===== src/rtl/iot_event_arbiter.sv =====
// Round-robin arbiter in front of a shared active-device counter.
// It keeps a shadow count so that the downstream counter never wraps.
module iot_event_arbiter #(
  parameter int N           = 4,
  parameter int MAX_DEVICES = 200
) (
  input  logic         clk,
  input  logic         rst_n,
  input  logic         clear,
  input  logic [N-1:0] req_valid,
  input  logic [N-1:0] req_on_off,
  output logic [N-1:0] req_ready,
  output logic         mon_change,
  output logic         mon_on_off,
  output logic         mon_rst,
  output logic [7:0]   count,
  output logic         reject,
  output logic [2:0]   reject_id,
  output logic         full,
  output logic         empty
);

  localparam int         PW      = $clog2(N);
  localparam logic [7:0] MAX_CNT = 8'(MAX_DEVICES);

  logic [PW-1:0] r_ptr;
  logic [7:0]    r_count;
  logic          r_mon_change;
  logic          r_mon_on_off;
  logic          r_mon_rst;
  logic          r_reject;
  logic [2:0]    r_reject_id;

  logic [N-1:0]  w_valid_rot;
  logic [N-1:0]  w_onoff_rot;
  logic          w_found;
  logic          w_on_off;
  logic [PW-1:0] w_gnt;
  logic [PW-1:0] w_ptr_next;
  logic          w_at_max;
  logic          w_at_zero;

  // The request vectors are rotated so that bit 0 is the requester at the pointer.
  // NOTE: every always_comb output gets a default first, so no path leaves it unassigned and no latch is inferred.
  always_comb begin
    w_valid_rot = N'({req_valid, req_valid} >> r_ptr);
    w_onoff_rot = N'({req_on_off, req_on_off} >> r_ptr);
    w_found     = 1'b0;
    w_on_off    = 1'b0;
    w_gnt       = '0;
    if (!clear) begin
      for (int k = 0; k < N; k++) begin
        if (!w_found && w_valid_rot[k]) begin
          w_found  = 1'b1;
          w_on_off = w_onoff_rot[k];
          w_gnt    = PW'((int'(r_ptr) + k) % N);
        end
      end
    end
  end

  assign w_ptr_next = (int'(w_gnt) == N - 1) ? '0 : w_gnt + 1'b1;
  assign w_at_max   = (r_count == MAX_CNT);
  assign w_at_zero  = (r_count == 8'd0);

  assign req_ready  = w_found ? (N'(1) << w_gnt) : '0;
  assign full       = w_at_max;
  assign empty      = w_at_zero;
  assign count      = r_count;
  assign mon_change = r_mon_change;
  assign mon_on_off = r_mon_on_off;
  assign mon_rst    = r_mon_rst;
  assign reject     = r_reject;
  assign reject_id  = r_reject_id;

  // NOTE: state registers use non-blocking assignments so every flop samples pre-edge values.
  always_ff @(posedge clk or negedge rst_n) begin
    if (!rst_n) begin
      r_ptr        <= '0;
      r_count      <= 8'd0;
      r_mon_change <= 1'b0;
      r_mon_on_off <= 1'b0;
      r_mon_rst    <= 1'b1;
      r_reject     <= 1'b0;
      r_reject_id  <= 3'd0;
    end else if (clear) begin
      r_count      <= 8'd0;
      r_mon_rst    <= 1'b1;
      r_mon_change <= 1'b0;
      r_reject     <= 1'b0;
    end else begin
      r_mon_rst    <= 1'b0;
      r_mon_change <= 1'b0;
      r_reject     <= 1'b0;
      if (w_found) begin
        r_ptr <= w_ptr_next;
        // Refused events are still consumed so the requester is not stuck.
        if (w_on_off ? w_at_max : w_at_zero) begin
          r_reject    <= 1'b1;
          r_reject_id <= 3'(w_gnt);
        end else begin
          r_count      <= w_on_off ? r_count + 8'd1 : r_count - 8'd1;
          r_mon_change <= 1'b1;
          r_mon_on_off <= w_on_off;
        end
      end
    end
  end

endmodule


===== config.mk =====
export PLATFORM = sky130hd
export DESIGN_NAME = iot_event_arbiter
export DESIGN_NICKNAME = d
export VERILOG_FILES = /design/src/rtl/iot_event_arbiter.sv
export SDC_FILE = /design/constraint.sdc
export NUM_CORES = 1
export LEC_CHECK = 0
export ABC_AREA = 1
export CELL_PAD_IN_SITES_DETAIL_PLACEMENT = 2
export CELL_PAD_IN_SITES_GLOBAL_PLACEMENT = 2
export CORE_ASPECT_RATIO = 1.1
export CORE_UTILIZATION = 31
export DETAILED_ROUTE_END_ITERATION = 10
export GPL_TIMING_DRIVEN = 0
export PLACE_DENSITY_LB_ADDON = 0.1
export SKIP_LAST_GASP = 1
export SYNTH_ARGS = -nofsm -noshare
export SYNTH_HDL_FRONTEND = slang
export SYNTH_SLANG_ARGS = --single-unit

===== constraint.sdc =====
create_clock -name clk -period 7.2 [get_ports clk]
set_input_delay 1.8 -clock clk [delete_from_list [all_inputs] [get_ports clk]]
set_output_delay 1.8 -clock clk [all_outputs]
set_load 0.05 [all_outputs]

==> Word-level counts from Yosys, hierarchy flattened <==
Index checks and enable logic that the tools add are counted.
{ "word_totals": {"ff_bits": 16, "output_inout_bits": 21, "word_cells": 65} }
{ "op_classes": {"add_sub_neg": 6, "eq_ne": 3, "shifts": 3, "muxes": 32, "bitwise_logic": 2, "n_reduce_logical": 12} }
{ "ops": {"columns": ["operator", "n"], "rows": [
  ["$mux W8", 4],
  ["$mux W1", 21],
  ["$shr A8 B2 Y4", 2],
  ["$mux W2", 6],
  ["$add A8 B1 Y8 const B", 1],
  ["$eq A8 B8 Y1 const B", 1],
  ["$logic_not A8 Y1", 1],
  ["$sub A8 B1 Y8 const B", 1],
  ["$reduce_and A3 Y1", 2],
  ["$add A2 B1 Y2 const B", 2],
  ["$add A2 B2 Y2 const B", 2],
  ["$mux W4", 1],
  ["$reduce_and A2 Y1", 2],
  ["$shl A1 B2 Y4 const A", 1],
  ["$logic_and A1 B1 Y1", 3],
  ["$logic_not A1 Y1", 3],
  ["$eq A2 B1 Y1 const B", 1],
  ["$ne A2 B2 Y1 const B", 1],
  ["$not A1 Y1", 2],
  ["$reduce_bool A2 Y1", 1]
]} }

==> Logic depth before layout (Yosys ltp) <==
{ "depth": {"word_depth": 19, "ltp_mapped": 19, "mapped_depth_nobuf": 19} }

==> Worst setup path before layout <==
No wires, ideal clock.
{ "synth_path": {"path_type": "in2out", "from": "input req_valid[3]", "to": "output req_ready[3]", "t_arrival_ps": 3538, "setup_slack_ps": 1862, "path_stages": 14, "n_path_buf": 0, "cell_sequence": "inv_1 nand2_1 nand3_2 nand2_4 inv_2 nand2_2 nor2_4 nand2_4 o2111ai_1 nand3_1 inv_1 ha_1 inv_1 nor2_1"} }
{ "synth_via": {"elab_chain_len": 17} }
{ "synth_lines": {"columns": ["item", "line", "source"], "rows": [
  ["from (decl)", "10", "input logic [N-1:0] req_valid,"],
  ["$shr A8 B2 Y4 *", "46", "w_valid_rot = N'({req_valid, req_valid} >> r_ptr);"],
  ["$mux W1", "53", "if (!w_found && w_valid_rot[k]) begin"],
  ["$mux W1", "51", "if (!clear) begin"],
  ["$logic_not A1 Y1", "53", null],
  ["$logic_and A1 B1 Y1", "53", null],
  ["$mux W1", "53", null],
  ["$mux W1", "51", null],
  ["$logic_not A1 Y1", "53", null],
  ["[2 not listed]", null, null],
  ["$mux W1", "51", null],
  ["$logic_not A1 Y1", "53", null],
  ["$logic_and A1 B1 Y1", "53", null],
  ["$mux W2 *", "53", null],
  ["$mux W2 *", "51", null],
  ["via w_gnt[1]", "38", "logic [PW-1:0] w_gnt;"],
  ["$shl A1 B2 Y4 *", "66", "assign req_ready = w_found ? (N'(1) << w_gnt) : '0;"],
  ["$mux W4 *", "66", null],
  ["to (decl)", "12", "output logic [N-1:0] req_ready,"]
]} }
The timed path passes the listed nets; every way through them passes the cells marked *. The select of a mux whose other input is x is not followed.

==> Worst setup path in the final report <==
{ "layout_path": {"from": "input req_valid[3]", "to": "output req_ready[2]"} }
Same word-level chain as after synthesis.

==> impl_summary.md <==
Floorplan
The initial utilization of the core area, before any placement, comes to 32.97%. The area of the core is roughly 4700 um2. The floorplan die area is 5304 um2.

Pin placement for this block handled 32 I/O pins. The number of rows created at floorplan is 26. The floorplan step set the die width to 69.54 um. The vertical die dimension is 76.29 um.

Critical path
The path length in cells of the critical path is 15. The signal on the critical path passes through clkdlybuf4s50_1 > inv_1 > nand2_1 > nand3_2 > nand2_4 > inv_2 > nand3_2 > clkinv_1 > nor3_1 > nor2_1 > inv_1 > ha_1 > inv_1 > nor2_1 > clkdlybuf4s50_1. For this run, the slowest stage of the critical path takes slightly above 0.8 ns.

The worst setup path is launched from a primary input. The worst reg2reg path depth is 18. The count of buffering cells on the critical path with inverters included is 7. The cell with the largest stage delay on the worst path is clkdlybuf4s50_1.

The kind of cell adding the most delay to the critical path is buffers and inverters. The data required time of the critical path is around 5.4 ns. Of all nets on the critical path, the largest fanout is 5. At the worst endpoint, the arrival time is between 4 and 5 ns. Among the stages of the critical path, the cell type that occurs most often is inv_1. The element type at the critical path end is an output pin. The category of the critical setup timing path is in2out.

Yosys
For this run, the number of Yosys warnings is 0. The portion of the post-synthesis area used by sequential elements is 25.82%. For this run, the leading register cell type out of synthesis is dfrtp_1. dfrtp_1 takes more of the synthesized area than any other cell. Synthesis produced a netlist whose cell count is 202. The cell area after technology mapping is 1555 um2. After synthesis the netlist holds a flip-flop and latch count of 16. The proportion of netlist area held by the largest area contributor is 24.14%. The post-synthesis average cell area is 7.699 um2. By area the synthesized netlist is led by dfrtp_1 24%, nand2_1 9.7%, ha_1 8.0%. The number of flops mapped to enable cells by yosys is 0. The net count of the mapped netlist is 224.

By count the netlist is led by 40 x nand2_1, 25 x inv_1, 15 x dfrtp_1, 15 x nand3_1, 11 x o21ai_0. Among all cell types in the netlist, the one instantiated most often is nand2_1. After synthesis, the netlist uses 34 different library cells. Counting flops with an async set or reset pin after synthesis yields a share of 100.0%.

Worst hold path
The worst hold path belongs to the class reg2reg. Counting instances, the worst hold path has a depth of 2.

Place
The quantity of I/O buffers inserted on ports is 30. The total placed instance area is 1926 um2. After legalization and detailed placement, the total HPWL measured 3827 um. The congestion estimate from routability-driven global placement came to 0.7325. After detailed placement, the design holds a cell count of between 200 and 300.

Routing
The count of nets left with antenna violations once routing finished came out at 0. The total iterations of the first detailed-routing run is 2. After detailed routing, the number of remaining DRC violations is 0. The DRC marker count from the first detailed-route iteration is 15.

The via count is 1,446. After detailed routing, the average wire length per cell comes to 15.59 um. After detailed routing, the number of vias per cell comes to slightly below 5. For this block, the routed nets add up to 4551 um of wire.

Power and ir drop
The switching part of the total power is 57.39%. Summed over all nets, the switching power comes to 0.6501 mW. The power density normalized to cell area is 571.9 nW/um2. The clock power share is under 10%.

Summed over all cells, the static leakage comes to 0.9566 nW. The largest voltage drop on the vdd net is between 0.2 and 0.25 mV. Registers are responsible for 14.8% of the overall power.

The internal power of the cells totals 0.4828 mW. The share of total power dissipated in combinational logic is between 70% and 80%.

Final layout
Relative to the synthesized area, the layout overhead comes to 27.35%. Summing all multi-input logic gate instances after layout gives 1002 um2. The filler cells instantiated in the layout total 558. The count of antenna diodes in the layout is 0. The count of non-filler cells in the finished layout is 292.

Across the whole layout, storage elements account for between 400 and 500 um2. Cells with a size suffix above 1 make up 20.34% of the layout. The final net count is about 260. The area of all placed cells without fillers is 1981 um2. The final cell utilization of the core is 41.99%.

Timing
For the final routed database, the setup TNS stands at 0 ns. The number of setup violations in the final report is 0. The transition time at the pin with the least slew margin is 0.7866 ns. The worst pin sits at a relative slew slack of 47.07%. The final critical-path required period is 6.299 ns.

The post-route clock period utilization is between 80% and 90%. Timing would allow up to 158.8 MHz. The final number of hold-violating endpoints is 0. Between clock sinks in the finished design, the worst skew comes to between 0.004 and 0.005 ns. The max-slew violation total from the final report is 0. Setup repair after global routing left no endpoint under its margin. Across all hold checks on the routed design, the worst slack comes to slightly above 0.5 ns.

Clock tree
Clock-pin slew was measured on the worst setup and hold paths at 0.07 ns. The post-CTS setup buffer count is 0. The clock tree root driver cell is clkbuf_8. The CTS tree is yes. For this design, the CTS-stage hold fixing added 0 buffers. The clock latency of the later-clocked register in the worst-skew pair is around 0.26 ns. Counting the buffers created by CTS gives 3.

The clock net in this run drives a total of 16 sinks. The deepest level of the CTS H-tree is 1. The maximum count of clock buffers along a single path is 2. The number of gates given a new drive strength after cts is 0.

Global route
Global routing finished with a remaining overflow of 0. The initial antenna violation count came to 0. The wire length of the first global-routing pass is 7866 um. The number of global-route vias before repair is 1,687. Entering global routing, the biggest net connects 17 pins. The overall fraction of global-route tracks in use is 18.55%.

Flow run
The tool flagged a number of max-cap violations equal to 0.

Run status
The flow ran to the end, and the final reports show no timing, DRC or antenna violations.
-- sequential cells by signal (all words and copies together), names as in the netlist --
register,cells
mon_rst,1
reject,1
reject_id,2
mon_change,1
count,8
r_ptr,2
mon_on_off,1
-- per-stage QoR --
stage               power, mW  setup WS, ns
floorplan              0.8289         1.862
global placement        1.011        0.9825
detailed placement      1.067        0.8640
CTS                     1.158        0.8593
global route            1.238        0.6906
finish                  1.133        0.9009
-- cell type report --
cell class,count,area share [%]
buffer,4,1.769
clock buffer,4,2.780
sequential,16,20.28
tap,56,3.538
timing repair buffer,30,15.16
inverter,31,5.875
multi-input combinational,151,50.60
-- kinds of logic (layout without fill, tap and decap cells) --
group,Yosys count,count (layout),share of synthesized area [%]
and+or+nand+nor,102,102,40.06
buffers and inverters,35,69,9.734
AOI/OAI and AO/OA,31,31,11.42
DFF,16,16,25.82
adders and majority gates,11,11,9.332
xor gates and xnor gates,6,6,3.379
other,1,1,0.2411
-- per-layer routing --
| layer | up-vias | GRT usage [%] | wire (um) |
|---|---|---|---|
| met5 | - | 0 | 0 |
| met1 | 711 | 19.75 | 1786 |
| met3 | 6 | 1.455 | 62 |
| li1 | 716 | - | - |
| met2 | 13 | 37.38 | 2636 |
| met4 | 0 | 6.122 | 65 |
-- cell usage in the layout, fill, tap and decap left out, drive strengths merged --
cell / count
clkdlybuf4s50: 30
nor3: 2
and2: 1
a21oi: 7
nand3b: 2
o21ai: 23
fa: 1
o2111ai: 1
clkbuf: 4
nand2: 57
nand4: 1
nor2: 12
xor2: 4
dfstp: 1
ha: 10
nand3: 25
buf: 4
nor4: 2
xnor2: 2
dfrtp: 15
inv: 30
clkinv: 1
conb: 1
-- worst paths after layout --
path	from	endpoint	slack, ns
max	req_valid[3]	req_ready[2]	0.90
min	reject_id[1]	reject_id[1]	0.50
max reg2reg	r_ptr[1]	count[6]	4.30
min reg2reg	reject_id[1]	reject_id[1]	0.50
max in group asynchronous	rst_n	count[3]	4.75
min in group asynchronous	rst_n	count[4]	1.98
-- tightest hold or removal path, stage by stage (launching register included) --
cell     delay (ns)
dfrtp_1        0.36
nand2_1        0.07
o21ai_2        0.05
-- power groups by stage --
stage	logic, mW	clock network, mW	registers (mW)
after global routing	0.975	0.0886	0.175
after detailed placement	0.897	0	0.170
after global placement	0.844	0	0.166
final	0.882	0.0830	0.168
after floorplan	0.568	0	0.261
after CTS	0.903	0.0867	0.168
Power figures use the tool's default switching activity.
